$ cat src/rtl/dice_pkg.sv
// Shared constants for the dice-game board: clock rate, debounce timing and button indices.
package dice_pkg;

    localparam int CLK_HZ      = 50_000_000;
    localparam int DEBOUNCE_MS = 10;

    localparam int DEBOUNCE_CYCLES_DEFAULT = (CLK_HZ / 1000) * DEBOUNCE_MS;
    localparam int NUM_BTN_DEFAULT         = 3;

    localparam int BTN_ROLL  = 0;
    localparam int BTN_STOP  = 1;
    localparam int BTN_RESET = 2;

endpackage

$ cat src/rtl/debounce_channel.sv
// One button: synchronizer, debounce counter, stable level and registered press/release/toggle.
// Clean pin edge reaches o_level/o_press after SYNC_STAGES + DEBOUNCE_CYCLES edges.
module debounce_channel
    import dice_pkg::*;
#(
    parameter int DEBOUNCE_CYCLES = DEBOUNCE_CYCLES_DEFAULT,
    parameter int SYNC_STAGES     = 2,
    parameter bit ACTIVE_LOW      = 1'b1
) (
    input  logic clk,
    input  logic Reset,
    input  logic i_btn_raw,
    output logic o_level,
    output logic o_press,
    output logic o_release,
    output logic o_toggle
);

    localparam int               CNT_W   = (DEBOUNCE_CYCLES > 1) ? $clog2(DEBOUNCE_CYCLES) : 1;
    localparam logic [CNT_W-1:0] CNT_MAX = CNT_W'(DEBOUNCE_CYCLES - 1);

    logic [SYNC_STAGES-1:0] r_sync;
    logic [CNT_W-1:0]       r_cnt;
    logic                   r_stable;
    logic                   r_press;
    logic                   r_release;
    logic                   r_toggle;

    logic w_pressed;
    logic w_differs;
    logic w_accept;

    // Polarity is normalized only after the last stage so the sync chain stays a plain shift register.
    assign w_pressed = r_sync[SYNC_STAGES-1] ^ ACTIVE_LOW;
    assign w_differs = (w_pressed != r_stable);
    assign w_accept  = w_differs && (r_cnt == CNT_MAX);

    always_ff @(posedge clk) begin
        if (Reset) begin
            r_sync <= {SYNC_STAGES{ACTIVE_LOW}};
        end else begin
            r_sync <= {r_sync[SYNC_STAGES-2:0], i_btn_raw};
        end
    end

    always_ff @(posedge clk) begin
        if (Reset) begin
            r_cnt     <= '0;
            r_stable  <= 1'b0;
            r_press   <= 1'b0;
            r_release <= 1'b0;
            r_toggle  <= 1'b0;
        end else begin
            r_press   <= w_accept & w_pressed;
            r_release <= w_accept & ~w_pressed;
            if (w_accept) begin
                r_stable <= w_pressed;
                r_cnt    <= '0;
                if (w_pressed) begin
                    r_toggle <= ~r_toggle;
                end
            end else if (w_differs) begin
                r_cnt <= r_cnt + CNT_W'(1);
            end else begin
                r_cnt <= '0;
            end
        end
    end

    assign o_level   = r_stable;
    assign o_press   = r_press;
    assign o_release = r_release;
    assign o_toggle  = r_toggle;

endmodule

$ cat src/rtl/button_conditioner.sv
// Bundles NUM_BTN independent debounce channels into vectors for the game logic.
// Per-channel latency SYNC_STAGES + DEBOUNCE_CYCLES edges from a clean pin edge.
module button_conditioner
    import dice_pkg::*;
#(
    parameter int NUM_BTN         = NUM_BTN_DEFAULT,
    parameter int DEBOUNCE_CYCLES = DEBOUNCE_CYCLES_DEFAULT,
    parameter int SYNC_STAGES     = 2,
    parameter bit ACTIVE_LOW      = 1'b1
) (
    input  logic               clk,
    input  logic               Reset,
    input  logic [NUM_BTN-1:0] btn_raw,
    output logic [NUM_BTN-1:0] btn_level,
    output logic [NUM_BTN-1:0] btn_press,
    output logic [NUM_BTN-1:0] btn_release,
    output logic [NUM_BTN-1:0] btn_toggle
);

    for (genvar g = 0; g < NUM_BTN; g++) begin : g_chan
        debounce_channel #(
            .DEBOUNCE_CYCLES (DEBOUNCE_CYCLES),
            .SYNC_STAGES     (SYNC_STAGES),
            .ACTIVE_LOW      (ACTIVE_LOW)
        ) u_chan (
            .clk       (clk),
            .Reset     (Reset),
            .i_btn_raw (btn_raw[g]),
            .o_level   (btn_level[g]),
            .o_press   (btn_press[g]),
            .o_release (btn_release[g]),
            .o_toggle  (btn_toggle[g])
        );
    end

endmodule

$ cat config.mk
export PLATFORM = sky130hd
export DESIGN_NAME = button_conditioner
export DESIGN_NICKNAME = d
export VERILOG_FILES = /design/src/rtl/dice_pkg.sv /design/src/rtl/debounce_channel.sv /design/src/rtl/button_conditioner.sv
export SDC_FILE = /design/constraint.sdc
export NUM_CORES = 1
export LEC_CHECK = 0
export ABC_AREA = 1
export CAP_MARGIN = 20
export CORE_MARGIN = 4
export CORE_UTILIZATION = 37
export CTS_BUF_LIST = sky130_fd_sc_hd__clkbuf_4
export DETAILED_ROUTE_END_ITERATION = 16
export MAX_ROUTING_LAYER = met4
export PLACE_DENSITY_LB_ADDON = 0.12
export SETUP_SLACK_MARGIN = 0.1
export SLEW_MARGIN = 30
export SYNTH_ARGS = -nofsm -noshare
export SYNTH_HDL_FRONTEND = slang
export SYNTH_HIERARCHICAL = 1
export SYNTH_SLANG_ARGS = --single-unit
$ cat constraint.sdc
create_clock -name clk -period 1.6 [get_ports clk]
set_clock_uncertainty 0.05 [all_clocks]
set_input_delay 0.32 -clock clk [delete_from_list [all_inputs] [get_ports clk]]
set_output_delay 0.32 -clock clk [all_outputs]
set_load 0.01 [all_outputs]
Word level (Yosys, flattened, before mapping)
Cells that the tools add are included.
{"block": "totals", "register_bits": 75, "inputBits": 5}
{"block": "classes", "n_addsub": 3, "eq_ne": 6, "bitwise_logic": 15, "reduce_logical": 9}
{"op": "19-bit by 1-bit adder with 19-bit output (second input constant)", "n": 3}
{"op": "19-bit == test (second input constant)", "n": 3}
{"op": "1-bit inverter", "n": 9}
{"op": "3-bit OR reduction", "n": 3}
{"op": "1-bit bitwise AND", "n": 6}
{"op": "2-bit AND reduction", "n": 3}
{"op": "1-bit logical AND", "n": 3}
{"op": "1-bit inequality test", "n": 3}

Logic depth before layout (Yosys ltp)
{"block": "depth", "word_depth": 4, "ltp_mapped": 9}

Cells and area by module
The synthesis kept the hierarchy.
{"mod": "debounce_channel", "n_inst": 3, "cells_per_inst": 181, "area_each_um2": 1218.7, "seq_area_each_um2": 500.5}

Worst setup path after synthesis
Ideal clock, no wire load.
{"block": "synth_path", "kind": "register to register", "start": "register g_chan[0].u_chan.r_cnt[0]", "end": "register g_chan[0].u_chan.r_cnt[15]", "setup_ps": 115, "arrival_time_ps": 1327, "t_required_ps": 1435, "path_slack_ps": 109, "stages_incl_launch_ff": 10, "path_buffers": 1, "period_less_slack_ps": 1491, "path_cell_list": "dfxtp_1 ha_1 nand3_2 inv_2 nand2_1 nor2_2 nand2_2 nand2_4 buf_6 nor2_1"}
{"block": "synth_via", "elab_chain_len": 3, "elab_cells_between_ends": 4, "cone_classes": "1 x add/sub; 1 x eq/ne; 2 x reduce/logical"}
{"element": "start: declaration", "line_no": "debounce_channel.sv:23", "rtl": "logic [CNT_W-1:0] r_cnt;"}
{"element": "start signal: assignment", "line_no": "debounce_channel.sv:63", "rtl": "r_cnt <= r_cnt + CNT_W'(1);"}
{"element": "parallel branches: the longest is 3 deep, another holds 19-bit by 1-bit adder with 19-bit output"}
Several ways; the timed one is not identified.
A chain may end at the register's enable or synchronous reset.

Worst setup path in the final report
{"block": "layout_path", "start": "register g_chan[1].u_chan.r_stable", "end": "output btn_level[1]"}
{"element": "start: declaration", "line_no": "debounce_channel.sv:24", "rtl": "logic r_stable;"}
{"element": "start signal: assignment", "line_no": "debounce_channel.sv:57", "rtl": "r_stable <= w_pressed;"}
{"element": "end: declaration", "line_no": "button_conditioner.sv:14", "rtl": "output logic [NUM_BTN-1:0] btn_level,"}
No word-level cell between the ends.

==> results.md <==
* Internal at 2550 uW
* Synth top area share at 0.411
* Setup CP Type: reg -> out
* Die Y at 107 um
* Syn. warnings at 6
* Worst hold stages at 1
* Pwr/cell area at 731 mW/mm^2
* Dominant synthesized flop cell: dfxtp_1
* RSZ-0062 raised after global routing: true
* Fin. Hold Viols at 0
* Register area at 0.00152 sq mm
* Reg power frac at 0.573
* I/O pin count at 17
* Hold Path Class: reg -> reg
* Crit-path slowest cell: dfxtp_2
* Post-Syn Area per Cell at 6.73 sq um
* Clock power frac at 0.403
* Worst r2r src: g_chan[2].u_chan/r_cnt[4]$_SDFF_PP0_
* Post-route minimum period at 1.44 ns
* WL final at 8390 um
* Max-Slew Margin vs Limit at 0.666
* Crit path launch type: flip-flop
* CTS Root Buffer Type: clkbuf_4
* TritonCTS Buffers at 9
* Total nets after synthesis at 551
* Final Slew Violations at 0
* Die area at 0.0115 sq mm
* Worst path depth at 1
* Syn Inst Count at 543
* Worst vdd ir at 0.338 mV
* Via density at 4.67
* Vias at 3388
* Clk Latency, worst-skew pair at 0.41 ns
* Setup TNS at 0 ns
* Netlist Area Pre-Place at 0.00366 sq mm
* H-tree levels at 3
* NumNets Final at 596
* Worst path bufs/invs at 1
* Sw Ratio at 0.223
* Core box area at 0.00968 sq mm
* Area leader, netlist: dfxtp_1
* Comb pwr share at 0.024
* Filler cells at 1000
* CP cell instances: dlygate4sd2_1
* Core Rows at 36
* Area Overhead vs Synth at 23.0%
* Initial DRC Count at 169
* Initial Utilization at 0.378
* Cells after DPL at 703
* Worst hold slack at 0.368 ns
* Area after DPL at 0.00407 sq mm
* Final Instance Area at 0.00450 sq mm
* First-pass DRT Iterations at 4
* Worst Max-Slew Pin Slew at 0.500 ns
* Most instantiated library cell after synthesis: nand2_1
* Largest net degree at the start of global routing at 14
* End of the worst hold path: g_chan[1].u_chan/r_sync[1]$_SDFF_PP1_
* Num Clock Sinks at 75
* Final period utilization at 0.898
* Critical Path RT at 1.23 ns
* DRC errors left at 0
* # port buffers at 16
* GPL Wtd Cong at 0.829
* Area of the multi-input gates at 0.00212 sq mm
* Die width at 107 um
* Total power at 3290 uW
* R2r setup slk at 0.18 ns
* WL/cell at 11.6 um
* DP HPWL at 5850 um
* Worst path top cell family by delay: flip-flops
* Finished Layout Cells at 726
* Worst EP arrival at 1.07 ns
* Clk buf depth at 2
* CTS tree: yes
* Vias in the first global route at 3154
* Register area share after synthesis at 0.411
* CP Capture Type: output pin
* GRT Util Overall at 0.158
* Commonest cells in the netlist: nand2_1 (126), nor2_1 (120), dfxtp_1 (75)
* Netlist cell types at 20
* FMAX at 696 MHz
* Reg2reg end: g_chan[2].u_chan/o_toggle$_SDFFE_PP0P_
* Post-synthesis register bit count at 75
* Initial antenna violation count at 0
* Clk slew on worst S/H paths at 0.13 ns
* Crit Path Max Fanout at 3
* Wire length of the first global-routing pass at 14200 um
* Final setup fails at 0
* CP peak stage delay at 0.38 ns
* EDFF count, synth at 0
* Detail Route Antenna Nets at 0
* Post-synth ARST share at 0
* Cell count of the worst reg-to-reg path at 9
* Area contributors post-synth: dfxtp_1 (41%), nand2_1 (13%), nor2_1 (12%)
* LEAKAGE at 0.00156 uW
* Total grt overflow at 0
* Max-cap viol count at 0
* Psw at 734 uW
* Diode count at 0
* Outcome: completed
* Layout cells sized above 1 at 0.159
* Worst hold start: g_chan[1].u_chan/r_sync[0]$_SDFF_PP1_
layout make-up:
cell class	count	area share
Multi-Input combinational cell	401	0.471
Sequential cell	75	0.338
Timing Repair Buffer	32	0.0618
Inverter	69	0.0576
Tap cell	133	0.0370
Clock inverter	6	0.0178
Clock buffer	10	0.0167
power groups by stage:
stage | sequential (uW) | clock, uW | combinational (uW)
floorplan | 1920 | 0 | 33.9
global placement | 1920 | 0 | 61.4
detailed placement | 1920 | 0 | 62.0
CTS | 1880 | 1380 | 74.7
global route | 1880 | 1440 | 88.2
finish | 1880 | 1320 | 79.3
registers in the layout, indices dropped and copies added, names as in the netlist:
name	count
g_chan.u_chan/r_sync	6
g_chan.u_chan/o_press	3
g_chan.u_chan/o_toggle	3
g_chan.u_chan/o_release	3
g_chan.u_chan/o_level	3
g_chan.u_chan/r_cnt	57
timing repair:
action | in CTS | in global routing
pin swaps | 0 | 4
gates resized for setup | 32 | 33
setup endpoints to repair | 69 | 66
hold buffers | 0 | 0
setup buffers | 1 | 1
cloned | 3 | 2
cells by family after synthesis:
logic type	count (synthesis)	synth area share
simple gates	333	0.392
fa+ha+maj	3	0.0103
buf+inv	72	0.0801
flops	75	0.411
compound gates	36	0.0493
xor+xnor	24	0.0575
metal layers:
metal | part of all wire | vias to the layer above | global-route usage
met2 | 0.49 | 44 | 0.254
met4 | 0.014 | 0 | 0.0442
met3 | 0.024 | 8 | 0.0420
li1 | - | 1791 | -
met1 | 0.48 | 1545 | 0.197
met5 | 0 | - | -
through the flow:
step / utilization / setup WS, ns
after floorplan: - / 0.109
after global placement: 0.420 / -0.0382
after detailed placement: 0.420 / -0.0547
after CTS: 0.448 / 0.104
after global routing: 0.464 / 0.0722
final: 0.464 / 0.163
cells in the final DEF (no fill, tap or decap), types with 5 or more instances in the layout:
cell type and instances:
dlygate4sd2_1 12, nand2_1 125, o21ai_0 6, or2_2 12
a21oi_1 27, clkbuf_4 10, nand3_1 45, nor2_2 9
nor2_1 109, inv_1 66, dfxtp_2 14, nand4_1 12
nand2_8 7, xor2_1 21, dfxtp_1 61, nor2_4 5
buf_4 15
worst max-delay path by stage:
stage,start,endpoint
detailed placement,Reset,g_chan[1].u_chan/r_cnt[2]$_SDFF_PP0_
CTS,g_chan[1].u_chan/o_level$_SDFFE_PP0P_,btn_level[1]
global route,g_chan[0].u_chan/r_cnt[7]$_SDFF_PP0_,g_chan[0].u_chan/r_cnt[12]$_SDFF_PP0_
finish,g_chan[1].u_chan/o_level$_SDFFE_PP0P_,btn_level[1]
global placement,Reset,g_chan[1].u_chan/r_cnt[2]$_SDFF_PP0_
floorplan,g_chan[0].u_chan/r_cnt[0]$_SDFF_PP0_,g_chan[0].u_chan/r_cnt[15]$_SDFF_PP0_
Note: power is estimated with default switching activity, not from simulation.
